File: src/rtl/hazard_scoreboard.sv
`default_nettype none
// ============================================================================
// Module   : hazard_scoreboard
// Purpose  : D-stage hazard unit: shadow writer pipeline with Tnew count-down,
//            stall / forwarding-select generation and a stall-cycle counter.
// Revision : 1.0
// ============================================================================
module hazard_scoreboard #(
    parameter int STAGES = 3,
    parameter int AW     = 5,
    parameter int TW     = 2,
    parameter int SW     = 2
) (
    input  logic          clk,
    input  logic          reset,
    input  logic          freeze,
    input  logic          flush,
    input  logic [AW-1:0] d_a1,
    input  logic [TW-1:0] d_tuse1,
    input  logic [AW-1:0] d_a2,
    input  logic [TW-1:0] d_tuse2,
    input  logic [AW-1:0] d_a3,
    input  logic [TW-1:0] d_tnew,
    output logic          stall,
    output logic [SW-1:0] fwd_sel1,
    output logic [SW-1:0] fwd_sel2,
    output logic [31:0]   stall_cnt
);

    logic [AW-1:0] a3_q   [STAGES];
    logic [TW-1:0] tnew_q [STAGES];
    logic [AW-1:0] a3_d   [STAGES];
    logic [TW-1:0] tnew_d [STAGES];
    logic [31:0]   stall_cnt_q;
    logic [31:0]   stall_cnt_d;

    logic [1:0][AW-1:0] w_src_a;
    logic [1:0][TW-1:0] w_src_tuse;
    logic [1:0]         w_src_stall;
    logic [1:0][SW-1:0] w_src_sel;

    assign w_src_a    = {d_a2, d_a1};
    assign w_src_tuse = {d_tuse2, d_tuse1};

    // Scan oldest to youngest so the youngest matching writer wins.
    for (genvar s = 0; s < 2; s++) begin : g_src
        logic          hit;
        logic [TW-1:0] hit_tnew;
        logic [SW-1:0] hit_sel;

        always_comb begin
            hit      = 1'b0;
            hit_tnew = '0;
            hit_sel  = '0;
            for (int i = STAGES - 1; i >= 0; i--) begin
                if (w_src_a[s] != '0 && a3_q[i] == w_src_a[s]) begin
                    hit      = 1'b1;
                    hit_tnew = tnew_q[i];
                    hit_sel  = SW'(i + 1);
                end
            end
        end

        assign w_src_stall[s] = hit && (hit_tnew > w_src_tuse[s]);
        assign w_src_sel[s]   = (hit && hit_tnew == '0) ? hit_sel : '0;
    end

    assign stall     = |w_src_stall;
    assign fwd_sel1  = w_src_sel[0];
    assign fwd_sel2  = w_src_sel[1];
    assign stall_cnt = stall_cnt_q;

    always_comb begin
        for (int i = 0; i < STAGES; i++) begin
            a3_d[i]   = a3_q[i];
            tnew_d[i] = tnew_q[i];
        end
        stall_cnt_d = stall_cnt_q;
        if (!freeze) begin
            for (int i = 1; i < STAGES; i++) begin
                a3_d[i]   = a3_q[i-1];
                tnew_d[i] = (tnew_q[i-1] == '0) ? '0 : tnew_q[i-1] - TW'(1);
            end
            if (stall || flush) begin
                a3_d[0]   = '0;
                tnew_d[0] = '0;
            end else begin
                a3_d[0]   = d_a3;
                tnew_d[0] = (d_a3 != '0) ? d_tnew : '0;
            end
            if (stall) begin
                stall_cnt_d = stall_cnt_q + 32'd1;
            end
        end
    end

    always_ff @(posedge clk or posedge reset) begin
        if (reset) begin
            for (int i = 0; i < STAGES; i++) begin
                a3_q[i]   <= '0;
                tnew_q[i] <= '0;
            end
            stall_cnt_q <= '0;
        end else begin
            for (int i = 0; i < STAGES; i++) begin
                a3_q[i]   <= a3_d[i];
                tnew_q[i] <= tnew_d[i];
            end
            stall_cnt_q <= stall_cnt_d;
        end
    end

endmodule
`default_nettype wire

File: config.mk
export PLATFORM = sky130hd
export DESIGN_NAME = hazard_scoreboard
export DESIGN_NICKNAME = d
export VERILOG_FILES = /design/src/rtl/hazard_scoreboard.sv
export SDC_FILE = /design/constraint.sdc
export NUM_CORES = 1
export LEC_CHECK = 0
export ABC_AREA = 1
export ABC_CLOCK_PERIOD_IN_PS = 3990
export BUFFER_PORTS_ARGS = -buffer_cell sky130_fd_sc_hd__buf_2
export CORE_ASPECT_RATIO = 0.5
export CORE_MARGIN = 5
export CORE_UTILIZATION = 50
export DETAILED_ROUTE_END_ITERATION = 16
export PLACE_DENSITY_LB_ADDON = 0.12
export SYNTH_ARGS = -nofsm -noshare
export SYNTH_HDL_FRONTEND = slang
export SYNTH_SLANG_ARGS = --single-unit
File: constraint.sdc
create_clock -name clk -period 3.99 [get_ports clk]
set_input_delay 0.9975 -clock clk [delete_from_list [all_inputs] [get_ports clk]]
set_output_delay 0.9975 -clock clk [all_outputs]
set_load 0.01 [all_outputs]
==> flow_metrics.py <==
metrics = {
    "place": {
        "post-place-ws_ns": 0.194,
        "dp.cells": 681,
        "gp_congestion": 0.883,
        "io_buffers": 61,
        "hpwl_mm": 6.87,
        "dpl_cell_area_sq_um": 4190,
    },
    "routing": {
        "drt_iter0_drc": 238,
        "first_pass_iters": 5,
        "wl_mm": 8.91,
        "via_per_inst": 5.02,
        "ant_nets": 0,
        "vias": 3461,
        "route.detailed.drc": 0,
        "wire_per_inst_um": 12.9,
    },
    "worst_setup_path": {
        "cp_data_arrival_time_ns": 2.81,
        "worstSetupStartpoint": "d_a1[0]",
        "crit_fanout": 5,
        "cp-end-kind": "output port",
        "critPathKind": "in -> out",
        "critical_path.startpoint_type": "primary input",
        "r2r_cells": 19,
        "worstPathRequired_ns": 2.99,
        "reg2reg_from": "a3_q[6]",
    },
    "layout": {
        "syn_to_final_growth_pct": 12.6,
        "drive_gt1_frac": 0.196,
        "final-seq-area_sq_um": 1330,
        "finalInstanceArea_sq_um": 4370,
        "nFillCells": 737,
        "post-route-util": 0.588,
        "final_nets": 622,
        "antenna_cells": 0,
        "multi_input_area_sq_um": 2230,
        "final_cells": 689,
    },
    "synthesis": {
        "synthesis.nets": 565,
        "syn_avg_cell_area_sq_um": 7.26,
        "syn-cell-area_sq_um": 3880,
        "seq_area_frac_synth": 0.342,
        "synthDistinctLibCells": 34,
        "ys_seq_elements": 53,
        "yosysWarnings": 0,
        "synth_cells": 535,
    },
    "cts": {
        "clk_pin_slew_ns": 0.07,
        "htreeDepth": 2,
        "clockBufferDepth": 2,
        "cts-buffers-inserted": 5,
        "clk-insertion-delay-late_ns": 0.29,
        "cts_root_buf": "clkbuf_16",
        "cts_tree": "built",
        "clock-sinks": 53,
    },
    "die": {
        "io_pins": 62,
        "core_sq_um": 7430,
        "fp.dieH_um": 72.3,
        "row_count": 22,
        "die_w_um": 135,
        "start_util": 0.522,
        "dieArea_sq_um": 9730,
    },
    "grt": {
        "grt_usage": 0.193,
        "antenna_found_initial": 0,
        "grt_pass1_wl_mm": 15.4,
        "grt_pass1_vias": 3239,
        "gr-total-overflow": 0,
        "grt_start_max_net_pins": 38,
    },
    "timing": {
        "period_share": 0.954,
        "setup-tns-final_ns": 0,
        "tightest_slew_ns": 0.505,
        "rsz0062_at_grt": "false",
        "max_freq_mhz": 263,
        "period_needed_ns": 3.81,
        "setup_violations": 0,
        "fin_skew_ns": 0.00765,
        "maxSlewHeadroom": 0.659,
        "postLayoutSetupSlackWorst_ns": 0.184,
        "hold_ws_ns": 0.504,
        "final_max_slew_viol_count": 0,
        "hold_violations": 0,
    },
    "power_and_ir_drop": {
        "p_leak_nw": 2.25,
        "max-vdd-ir-drop_uv": 178,
        "p_total_mw": 1.40,
        "power_per_cell_area_nw_per_um2": 321,
    },
    "hold_path": {
        "hold_class": "reg -> reg",
        "hp-start": "tnew_q[4]",
        "hold_depth": 2,
    },
    "status": {
        "status": "finished, final reports clean",
    },
    "run": {
        "cap_violations": 0,
    },
}
## area by class of cell
cell class,instances,share of cell area
Clock buffer,6,0.0295
Inverter,51,0.0438
Sequential cell,53,0.303
Multi-Input combinational cell,416,0.510
Clock inverter,2,0.00887
Timing Repair Buffer,65,0.0767
Tap cell,96,0.0275
## sequential cells by signal (all words and copies together), names as in the netlist
register / cells
tnew_q: 6
a3_q: 15
stall_cnt: 32
## cells in the final DEF (no fill, tap or decap)
cell type / netlist / layout
clkinv_1: 1 / 1
nand2_1: 190 / 190
nand2_2: 5 / 5
xnor2_1: 28 / 27
bufinv_16: 0 / 1
xnor2_2: 0 / 1
o31ai_1: 2 / 2
nor3_1: 15 / 15
o41ai_1: 1 / 1
buf_2: 2 / 61
clkbuf_16: 0 / 5
nor2_4: 3 / 3
nor3_2: 2 / 2
or2_2: 1 / 1
o21ai_0: 10 / 10
nor4_1: 2 / 2
clkbuf_1: 3 / 1
nand3b_1: 6 / 6
nand3_2: 15 / 15
ha_1: 5 / 5
inv_1: 48 / 47
nand3_4: 2 / 2
nor2_2: 4 / 7
inv_2: 2 / 3
nand3_1: 40 / 40
clkinv_4: 0 / 1
nand2_4: 2 / 2
nand4_1: 6 / 6
dfrtp_1: 53 / 53
buf_4: 2 / 4
and2_1: 1 / 1
a21oi_1: 8 / 8
nor2_1: 43 / 40
xor2_1: 22 / 22
o21ai_2: 3 / 3
## path summary, 6_finish.rpt
check / end / slack, ns
worst max-delay path: stall / 0.18
worst min-delay path: tnew_q[4] / 0.50
worst max register to register: a3_q[12] / 1.12
worst min register to register: tnew_q[4] / 0.50
max in group asynchronous: stall_cnt[17] / 2.48
min in group asynchronous: a3_q[10] / 0.72
## logic make-up after synthesis
logic type	share of synthesized area
compound gates	0.0361
xor+xnor	0.113
fa+ha+maj	0.0161
buf+inv	0.0877
flops	0.342
simple gates	0.406
## layer usage
metal  wire, um  global-route usage  vias to the layer above
met3        436              0.0332                        5
met5          0                   0                        -
li1           -                   -                     1804
met4         49              0.0305                        0
met1       4460               0.281                     1576
met2       3960               0.308                       76
## cell usage after synthesis (all sizes together)
| master | number | area share |
|---|---|---|
| ha | 5 | 0.016 |
| nand2 | 197 | 0.20 |
| o41ai | 1 | 0.0023 |
| and2 | 1 | 0.0016 |
| or2 | 1 | 0.0016 |
| nor2 | 50 | 0.057 |
| o21ai | 13 | 0.020 |
| buf | 11 | 0.034 |
| nand4 | 6 | 0.0097 |
| clkinv | 1 | 0.00097 |
| nor3 | 17 | 0.024 |
| xnor2 | 28 | 0.063 |
| o31ai | 2 | 0.0039 |
| nand3b | 6 | 0.012 |
| nand3 | 57 | 0.099 |
| clkbuf | 4 | 0.0048 |
| inv | 50 | 0.048 |
| dfrtp | 53 | 0.34 |
| nor4 | 2 | 0.0032 |
| xor2 | 22 | 0.050 |
| a21oi | 8 | 0.010 |
## power breakdown
| part | total [mW] | switching (mW) | leakage (nW) | internal (mW) |
|---|---|---|---|---|
| Combinational | 0.269 | 0.160 | 1.44 | 0.110 |
| Clock | 0.491 | 0.194 | 0.0810 | 0.298 |
| Sequential | 0.643 | 0.0671 | 0.722 | 0.576 |
| Total | 1.40 | 0.421 | 2.25 | 0.983 |
## worst max-delay path, stage by stage
cell     delay, ns
buf_2         0.12
inv_1         0.06
nand2_1       0.05
nand2_1       0.05
nor2_1        0.15
nand2_1       0.08
nor2_1        0.17
nor2_1        0.09
nand2_1       0.06
nand2_1       0.05
nand2_1       0.07
inv_1         0.04
ha_1          0.27
a21oi_1       0.06
a21oi_1       0.15
nand2_2       0.09
nand2_4       0.09
buf_2         0.14
## timing repair
item,in CTS,in global routing
hold endpoints to repair,0,0
resized for setup,0,4
hold buffers,0,0
buffers inserted,0,0
setup endpoints to repair,0,1
(Power assumes the default switching activity.)
